File: src/rtl/fetch_unit.sv
// Instruction fetch stage: holds the PC, fetches over a req/ready handshake and applies redirects on decode ack.
// Optional FETCH_TIMEOUT_EN adds a fetch watchdog that parks the unit in FAULT until reset.
module fetch_unit #(
  parameter int          ADDR_W   = 10,
  parameter int unsigned RESET_PC = 0,
  parameter int          TIMEOUT  = 16
) (
  input  logic              clk,
  input  logic              reset,
  output logic              imem_req,
  output logic [ADDR_W-1:0] imem_addr,
  input  logic [17:0]       imem_rdata,
  input  logic              imem_ready,
  output logic [17:0]       instr,
  output logic              instr_valid,
  input  logic              instr_ack,
  input  logic              pc_write,
  input  logic              branch,
  output logic [ADDR_W-1:0] pc,
  output logic [7:0]        branch_cnt,
  output logic              fetch_fault
);

  typedef enum logic [1:0] {IDLE, FETCH, EXEC, FAULT} state_t;

  state_t state, state_nxt;

  // Offset is a signed 10-bit field; the sum wraps modulo 2^ADDR_W.
  function automatic logic [ADDR_W-1:0] calc_target(input logic [ADDR_W-1:0] base,
                                                    input logic signed [9:0] off);
    logic signed [ADDR_W+9:0] ext;
    logic        [ADDR_W+9:0] sum;
    ext = (ADDR_W+10)'(off);
    sum = ext + (ADDR_W+10)'(base) + (ADDR_W+10)'(1);
    return sum[ADDR_W-1:0];
  endfunction

  function automatic logic [7:0] sat_inc(input logic [7:0] cnt);
    return (cnt == 8'hFF) ? cnt : cnt + 8'd1;
  endfunction

`ifdef FETCH_TIMEOUT_EN
  localparam int CNT_W = $clog2(TIMEOUT + 1);

  logic [CNT_W-1:0] tmo_cnt;

  // Counts consecutive unanswered FETCH cycles; zero whenever outside FETCH.
  always_ff @(posedge clk) begin
    if (!reset || state != FETCH) begin
      tmo_cnt <= '0;
    end else if (!imem_ready) begin
      tmo_cnt <= tmo_cnt + CNT_W'(1);
    end
  end
`endif

  always_ff @(posedge clk) begin
    if (!reset) begin
      state <= IDLE;
    end else begin
      state <= state_nxt;
    end
  end

  always_comb begin
    state_nxt = state;
    case (state)
      IDLE:  state_nxt = FETCH;
      FETCH: begin
        if (imem_ready) begin
          state_nxt = EXEC;
`ifdef FETCH_TIMEOUT_EN
        end else if (tmo_cnt == CNT_W'(TIMEOUT - 1)) begin
          state_nxt = FAULT;
`endif
        end
      end
      EXEC:  if (instr_ack) state_nxt = FETCH;
      default: state_nxt = state;
    endcase
  end

  always_ff @(posedge clk) begin
    if (!reset) begin
      pc         <= ADDR_W'(RESET_PC);
      instr      <= '0;
      branch_cnt <= '0;
    end else begin
      if (state == FETCH && imem_ready) begin
        instr <= imem_rdata;
      end
      if (state == EXEC && instr_ack) begin
        pc <= pc_write ? calc_target(pc, instr[9:0]) : pc + ADDR_W'(1);
        if (pc_write && branch) begin
          branch_cnt <= sat_inc(branch_cnt);
        end
      end
    end
  end

  assign imem_req    = (state == FETCH);
  assign imem_addr   = pc;
  assign instr_valid = (state == EXEC);
`ifdef FETCH_TIMEOUT_EN
  assign fetch_fault = (state == FAULT);
`else
  assign fetch_fault = 1'b0;
`endif

endmodule

File: config.mk
export PLATFORM = sky130hd
export DESIGN_NAME = fetch_unit
export DESIGN_NICKNAME = d
export VERILOG_FILES = /design/src/rtl/fetch_unit.sv
export SDC_FILE = /design/constraint.sdc
export NUM_CORES = 1
export LEC_CHECK = 0
export ABC_AREA = 1
export BUFFER_PORTS_ARGS = -buffer_cell sky130_fd_sc_hd__buf_2
export CAP_MARGIN = 30
export CORE_MARGIN = 2
export CORE_UTILIZATION = 46
export CTS_CLUSTER_SIZE = 12
export DETAILED_ROUTE_END_ITERATION = 10
export GPL_TIMING_DRIVEN = 0
export PLACE_DENSITY = 0.8
export REMOVE_ABC_BUFFERS = 1
export SYNTH_ARGS = -nofsm -noshare
export SYNTH_HDL_FRONTEND = slang
export SYNTH_SLANG_ARGS = --single-unit
File: constraint.sdc
create_clock -name clk -period 1.8 [get_ports clk]
set_input_delay 0 -clock clk [delete_from_list [all_inputs] [get_ports clk]]
set_output_delay 0 -clock clk [all_outputs]
set_load 0.01 [all_outputs]
==> impl_metrics.toml, run 1 <==
[cells_and_area]
layout_commonest_cell = "buf_2"
fin_nets = 436
final_cell_mix = "buf_2, nand2_1, a21oi_1"
drive_gt1_share_pct = 24.9
syn_to_final_growth_pct = 28.4
final_cell_area_um2 = 2890
antenna_cells = 0
utilization_pct = 61.2

[floorplanning]
die_h_um = 74.0
start_util_pct = 47.7
core_um2 = 4720
io_pins = 73
dieArea_um2 = 5470
die_w_um = 74.0
rows = 25

[power]
fin_total_pwr_mw = 1.92
ir_worst_vdd_v = 0.000554
leakagePower_nw = 1.43
power.density_nw_per_um2 = 664

[placement]
postPlaceCellArea_um2 = 2550
dpl.hpwl_um = 3920
dp_slack_ps = -336
port-buffer-count = 71
globalplace.congestion = 0.812

[synthesis]
ys_seq_elements = 38
synth_warnings = 0
yosysSeqAreaShare_pct = 33.8
synth_cell_types = 30
syn_inst = 327
synth.avg_cell_area_um2 = 6.89
syn_area_um2 = 2250

[worst_setup_path]
rrSetupSlack_ps = 20
crit_path_start_kind = "flip-flop"
setup.worst_path.class = "reg -> reg"
path_cells = "inv_4 > ha_4 > inv_2 > fa_2 > nand3_2 > nand2_4 > a21oi_2 > xor2_1 > nand2_1 > a21oi_1"
crit_end = "imem_addr[6]"
ff2ff_path_depth = 10
crit_start = "imem_addr[0]"
cp.arrival_ps = 2010
cp-end-kind = "flip-flop"
r2r_end = "imem_addr[6]"
slowest_delay_ps = 400
timing.rr.start = "imem_addr[0]"
cp.required_ps = 2030
cpMaxStageDelayCell = "fa_2"
cp_max_fo = 6

[drt]
vias = 2341
first_pass_iters = 4
drt_iter0_drc = 145
wl_um = 5950
drc = 0
wire_per_inst_um = 12.7
viasPerCell = 5.00
antenna_left = 0

[timing]
worst_slack_ps = 22.0
period_needed_ps = 1780
finalMaxSlewViolations = 0
hold_violations = 0
finalClockSkew_ps = 5.80
finalSetupViolCount = 0
grt_setup_unrepaired = "true"
tightest_slew_ps = 702
max_freq_mhz = 562
min_period_over_period_pct = 98.8
relSlewSlack_pct = 53.1

[clocking]
root_buffer = "clkbuf_8"
htreeDepth = 2
cts_inserted_buffers = 5
path_clk_slew_ps = 80
clock_latency_ps = 290
clock-sinks = 38
cts.path.max_buffers = 2
tritoncts = "done"

[run]
maxCapViolCount = 0

[worst_hold_path]
worstHoldPathType = "in -> reg"

[grt]
grt_util_all_layers_pct = 22.4
grt_max_degree = 23
grt-ovfl-total = 0
grt_pass1_vias = 2127
antenna_found_initial = 0
grt_pass1_wl_um = 9510

[status]
outcome = "finished, final reports clean"
==> area by class of cell <==
class                           count  area (µm²)
Clock buffer                        5        68.8
Clock inverter                      3        40.0
Fill cell                         403        1830
Inverter                           33         126
Multi-Input combinational cell    233        1270
Sequential cell                    38         766
Tap cell                           67        83.8
Timing Repair Buffer               89         536
==> Yosys cell counts (all sizes together) <==
master,count,area [µm²]
a21o,1,7.51
a21oi,48,240
a31oi,1,6.26
and2,1,6.26
buf,18,128
clkbuf,5,18.8
conb,1,3.75
dfxtp,38,761
fa,1,20.0
ha,11,138
inv,33,124
nand2,73,277
nand3,32,160
nand3b,1,7.51
nand4,4,25.0
nor2,25,106
nor3,1,16.3
o21ai,19,95.1
o21bai,3,22.5
o22ai,1,6.26
or2,1,6.26
xnor2,4,35.0
xor2,5,43.8
==> what timing repair did <==
| action | 4_1_cts | 5_1_grt |
|---|---|---|
| endpoints found under the setup margin | 22 | 7 |
| buffers inserted | 0 | 0 |
| endpoints found under the hold margin | 18 | 0 |
| pin swaps | 0 | 5 |
| hold buffers | 18 | 0 |
| resized for setup | 6 | 12 |
==> critical path, delay by kind of cell, from the launching register on <==
kind                     cells  cell delay (ps)
flip-flops                   1              370
adder cells (fa/ha/maj)      2              530
XOR/XNOR                     1              140
AO/OA/AOI/OAI                2              290
AND/OR/NAND/NOR              3              250
buffers and inverters        2              120
==> routing by layer <==
layer	track usage (%)	share of wire, %
met4	9.09	2.6
met2	38.7	50
met3	4.88	5.3
met1	27.1	42
met5	0	0
==> state kept, by name, indices dropped and copies added, names as in the netlist <==
name / count
imem_addr: 10
instr: 18
state: 2
branch_cnt: 8
==> how the worst min path moves through the flow <==
| stage | cells past startpoint | slack, ps | end | start |
|---|---|---|---|---|
| 4_1_cts | 3 | 5 | instr[0] | imem_rdata[0] |
| 3_3_place_gp | 3 | 270 | instr[17] | imem_rdata[17] |
| 6_report | 3 | 10 | instr[0] | imem_rdata[0] |
| 3_5_place_dp | 3 | 280 | instr[3] | imem_rdata[3] |
| 5_1_grt | 3 | 30 | instr[0] | imem_rdata[0] |
| 2_1_floorplan | 2 | 120 | branch_cnt[5] | reset |
==> through the flow <==
step           std cells  setup TNS, ps  hold WS, ps
2_1_floorplan        304              0          121
3_3_place_gp         442          -3790          273
3_5_place_dp         442          -4810          277
4_1_cts              468              0         4.58
5_1_grt              468          -77.1         33.5
6_report             468              0         11.5
==> power by group <==
group / switching, mW / leakage (nW) / internal [mW]
logic: 0.170 / 1.06 / 0.128
clock network: 0.313 / 0.0579 / 0.408
registers: 0.0324 / 0.310 / 0.871
total: 0.515 / 1.43 / 1.41
==> logic make-up after synthesis <==
family / after synthesis / synth area share, %
AO/OA/AOI/OAI: 73 / 16.8
XOR/XNOR: 9 / 3.50
adder cells (fa/ha/maj): 12 / 7.00
buffers and inverters: 56 / 12.0
flip-flops: 38 / 33.8
other: 1 / 0.166
AND/OR/NAND/NOR: 138 / 26.8
No activity file was read; power rests on OpenSTA's default activity.
==> run 2: changes to the inputs <==
- CORE_UTILIZATION: 46 -> 50
- PLACE_DENSITY: 0.8 -> 0.83
- clock period: 1.8 -> 2.2 ns (I/O delays scaled with it)
==> run 2 against run 1 <==
Effect of this change: register-to-register slack better by 270 ps; non-clock buffer count is 1 higher; clock-buffer cell count is 1 higher; global-route usage is 1.0 points higher; cell count is 3.0% lower; first-iteration DRC count is 30% lower; clock power is 29% lower; sequential share of layout area is 0.55 points higher; flip-flop and latch count stayed put; combinational power is 21% lower; setup slack better by 270 ps; die area is 7.6% lower.
==> impl_metrics.toml, run 2 (synthesis results as in run 1) <==
[cells_and_area]
regMostFlops = "instr"
utilization_pct = 64.7
final_cell_mix = "nand2_1, buf_2, a21oi_1"
largest_reg_flops = 18
drive_gt1_share_pct = 21.9
fin_nets = 437
antenna_cells = 0
syn_to_final_growth_pct = 24.9

[placement]
dpl.hpwl_um = 3870
globalplace.congestion = 0.921
port-buffer-count = 71

[clocking]
clock-sinks = 38
path_clk_slew_ps = 80
cts.path.max_buffers = 2
tritoncts = "done"
root_buffer = "clkbuf_8"
cts_inserted_buffers = 5
clock_latency_ps = 300
htreeDepth = 2

[worst_hold_path]
worstHoldPathType = "in -> reg"

[worst_setup_path]
cp.required_ps = 2440
ff2ff_path_depth = 10
cp.arrival_ps = 2150
timing.rr.start = "imem_addr[0]"
r2r_end = "imem_addr[6]"
crit_end = "imem_addr[6]"
crit_start = "imem_addr[0]"
cp_max_fo = 6
crit_path_start_kind = "flip-flop"
setup.worst_path.class = "reg -> reg"
rrSetupSlack_ps = 290
cp-end-kind = "flip-flop"

[power]
leakagePower_nw = 1.42
ir_worst_vdd_v = 0.000500
power.switching_mw = 0.424
p_int_mw = 1.07
p_seq_share_pct = 49.6
power.density_nw_per_um2 = 530
combPwrFrac_pct = 15.8
clkPwrFrac_pct = 34.6
swShare_pct = 28.4

[grt]
antenna_found_initial = 0
grt-ovfl-total = 0
grt_max_degree = 23
grt_pass1_vias = 2143
grt_pass1_wl_um = 9510
grt_util_all_layers_pct = 23.4

[timing]
tightest_slew_ps = 745
finalClockSkew_ps = 7.85
period_needed_ps = 1910
finalSetupViolCount = 0
hold_violations = 0
finalMaxSlewViolations = 0
relSlewSlack_pct = 50.2
setup_tns_ps = 0
min_period_over_period_pct = 86.8
max_freq_mhz = 524
grt_setup_unrepaired = "false"

[drt]
wl_um = 5810
viasPerCell = 5.29
wire_per_inst_um = 12.8
drt_iter0_drc = 102
first_pass_iters = 4
vias = 2401
drc = 0
antenna_left = 0

[floorplanning]
core_um2 = 4350
die_w_um = 71.1
start_util_pct = 51.8
die_h_um = 71.1
io_pins = 73
dieArea_um2 = 5060
rows = 24

[status]
outcome = "finished, final reports clean"

[run]
maxCapViolCount = 0
-- run 2: changes by cell type in the layout (fill, tap and decap cells not counted), moves of 2 or more --
cell / before / now
a21oi_1: 46 / 48
a21oi_2: 2 / 0
dfxtp_1: 36 / 38
inv_1: 28 / 30
nand2_1: 69 / 71
nand3_1: 30 / 32
nand3_2: 2 / 0
-- run 2: cell type report --
| cell class | instances | area, µm² |
|---|---|---|
| inverter | 33 | 124 |
| clock buffer | 6 | 82.6 |
| clock inverter | 2 | 12.5 |
| timing repair buffer | 90 | 546 |
| sequential | 38 | 761 |
| multi-input combinational | 233 | 1220 |
| tap | 52 | 65.1 |
| fill | 382 | 1540 |
-- run 2: power by group through the flow --
stage | logic (mW) | clock network, mW | registers [mW]
2_1_floorplan | 0.106 | 0 | 0.764
3_3_place_gp | 0.201 | 0 | 0.754
3_5_place_dp | 0.205 | 0 | 0.754
4_1_cts | 0.232 | 0.522 | 0.738
5_1_grt | 0.261 | 0.553 | 0.743
6_report | 0.236 | 0.515 | 0.740
-- run 2: worst min path at each step --
stage | from | cells after the start | slack (ps) | to
floorplan | reset | 2 | 120 | branch_cnt[5]
global placement | instr_ack | 3 | 270 | state[0]
detailed placement | instr_ack | 3 | 270 | state[0]
CTS | pc_write | 3 | 40 | imem_addr[5]
global route | pc_write | 3 | 80 | imem_addr[6]
finish | pc_write | 3 | 50 | imem_addr[6]
-- run 2: timing repair --
item                                    in CTS  in global routing
setup buffers                                0                  0
resized for setup                            0                  1
endpoints found under the setup margin       0                  8
hold buffers                                19                  0
endpoints found under the hold margin       19                  0
-- run 2: layer usage --
metal | wire length, µm | part of all wire [%] | GRT usage, % | up-vias
met4 | 114 | 2.0 | 9.43 | 0
li1 | - | - | - | 1209
met5 | 0 | 0 | 0 | -
met1 | 2540 | 44 | 27.7 | 1112
met3 | 276 | 4.8 | 5.98 | 13
met2 | 2880 | 50 | 40.5 | 67
-- run 2: worst max-delay path, cell delays in order, from the launching register on --
cell,delay (ps)
dfxtp_1,360
inv_1,90
ha_1,170
inv_1,80
fa_1,400
nand3_1,100
nand2_1,100
a21oi_1,210
xor2_1,160
nand2_1,60
a21oi_1,110
-- run 2: stage by stage --
stage / power [mW] / worst slack, ps / hold slack (ps) / cell area (µm²) / cells
global placement: 0.954 / 73.2 / 265 / 2530 / 427
CTS: 1.49 / 94.2 / 42.5 / 2810 / 454
finish: 1.49 / 290 / 45.8 / 2820 / 454
floorplan: 0.870 / 419 / 121 / 2110 / 304
global route: 1.56 / 118 / 80.4 / 2820 / 454
detailed placement: 0.959 / 96.1 / 268 / 2530 / 427
==> run 3: changes to the inputs <==
- CORE_MARGIN: 2 -> not set
==> run 3 against run 2 <==
Effect of this change: die area decreased by 5.5%; flip-flop and latch count unchanged; cell area increased by 1.7%; clock power increased by 46%; register-to-register slack about the same; sequential share of layout area decreased by 0.45 points; non-clock buffer count unchanged; cell count unchanged; clock skew increased by 2.5 ps; setup slack improved by 11 ps; combinational power about the same.
==> impl_metrics.toml, run 3 (synthesis results as in run 1) <==
[worst_setup_path]
cp.required_ps = 2380
crit_path_start_kind = "flip-flop"
timing.rr.start = "state[0]"
cp-end-kind = "flip-flop"
cpMaxStageDelayCell = "nor2_2"
cp_max_fo = 21
path_cells = "inv_1 > nor2_2 > nand2_2 > o21ai_0 > a21oi_1"
rrSetupSlack_ps = 300
slowest_delay_ps = 570
setup.worst_path.class = "reg -> reg"
crit_start = "state[0]"
cp.arrival_ps = 2070

[cells_and_area]
antenna_cells = 0
multi_input_area_um2 = 1220
fillers = 394
regMostFlops = "instr"
syn_to_final_growth_pct = 27.0
fin_nets = 437
stdcell_count = 454
largest_reg_flops = 18
final_cell_mix = "nand2_1, buf_2, a21oi_1"
drive_gt1_share_pct = 21.9
final-seq-area_um2 = 761
utilization_pct = 65.7

[timing]
finalClockSkew_ps = 10.3
hold_violations = 0
finalSetupViolCount = 0
setup_tns_ps = 0
finalMaxSlewViolations = 0
grt_setup_unrepaired = "false"
tightest_slew_ps = 749
period_needed_ps = 1900
min_period_over_period_pct = 86.3
relSlewSlack_pct = 50.0
max_freq_mhz = 527

[power]
combPwrFrac_pct = 13.7
clkPwrFrac_pct = 43.5
fin_total_pwr_mw = 1.72
leakagePower_nw = 1.44
ir_worst_vdd_v = 0.000360
p_seq_share_pct = 42.9
p_int_mw = 1.30
power.switching_mw = 0.425
power.density_nw_per_um2 = 602
swShare_pct = 24.6

[clocking]
path_clk_slew_ps = 80
clock_latency_ps = 300
tritoncts = "done"
root_buffer = "clkbuf_8"
clock-sinks = 38
cts.path.max_buffers = 2
htreeDepth = 2
cts_inserted_buffers = 5
cts_setup_buffers = 0

[drt]
drt_iter0_drc = 113
viasPerCell = 5.26
antenna_left = 0
wl_um = 5770
wire_per_inst_um = 12.7
drc = 0
first_pass_iters = 4
vias = 2389

[floorplanning]
io_pins = 73
start_util_pct = 51.8
die_h_um = 69.1
dieArea_um2 = 4780
rows = 24
core_um2 = 4350
die_w_um = 69.1

[worst_hold_path]
worstHoldPathType = "in -> reg"
worstHoldStart = "pc_write"

[grt]
grt_pass1_wl_um = 9740
top_usage_layer = "met2"
grt.met1_usage_pct = 30.1
grt_util_all_layers_pct = 24.7
antenna_found_initial = 0
globalRouteMet2Util_pct = 42.1
grt_pass1_vias = 2255
met3_usage_pct = 5.41
grt_max_degree = 23
grt-ovfl-total = 0

[placement]
dpl.hpwl_um = 3990
port-buffer-count = 71
dpl.cell_count = 427
globalplace.congestion = 0.889

[run]
maxCapViolCount = 0

[status]
outcome = "finished, final reports clean"
[run 3: through the flow]
| step | instance area, µm² | setup slack, ps | hold WS (ps) |
|---|---|---|---|
| floorplan | 2110 | 419 | 121 |
| global placement | 2530 | 121 | 273 |
| detailed placement | 2530 | 93.8 | 276 |
| CTS | 2860 | 78.0 | 45.3 |
| global route | 2860 | 101 | 89.2 |
| finish | 2860 | 301 | 49.1 |
[run 3: cell type report]
class	instances	area share, %
clock inverters	2	2.10
inverters	33	4.33
flip-flops and latches	38	26.6
clock buffers	6	2.88
repair buffers	90	19.1
well taps	52	2.27
multi-input cells	233	42.8
[run 3: critical path, delay by kind of cell (launching register included)]
family                 cells  cell delay (ps)
AND/OR/NAND/NOR            2             1000
flip-flops                 1              390
AO/OA/AOI/OAI              2              310
buffers and inverters      1               70
[run 3: timing repair]
action | in CTS | in global routing
resized for setup | 0 | 1
hold buffers | 19 | 0
hold endpoints to repair | 19 | 0
setup endpoints to repair | 0 | 20
[run 3: power by group through the flow]
| stage | logic (mW) | clock network (mW) | registers, mW |
|---|---|---|---|
| 5_1_grt | 0.263 | 0.781 | 0.743 |
| 2_1_floorplan | 0.106 | 0 | 0.764 |
| 3_3_place_gp | 0.200 | 0 | 0.753 |
| 6_report | 0.235 | 0.750 | 0.739 |
| 4_1_cts | 0.233 | 0.755 | 0.739 |
| 3_5_place_dp | 0.206 | 0 | 0.755 |
[run 3: worst paths after layout]
path                  endpoint  depth (start not counted)
setup / recovery      instr[0]                          5
hold / removal    imem_addr[6]                          3
setup reg to reg      instr[0]                          5
hold reg to reg      instr[11]                          2
[run 3: routing by layer]
layer  share of wire [%]  wire, µm
met1                  43      2500
met5                   0         0
met3                 4.5       262
met4                 1.8       102
met2                  50      2900
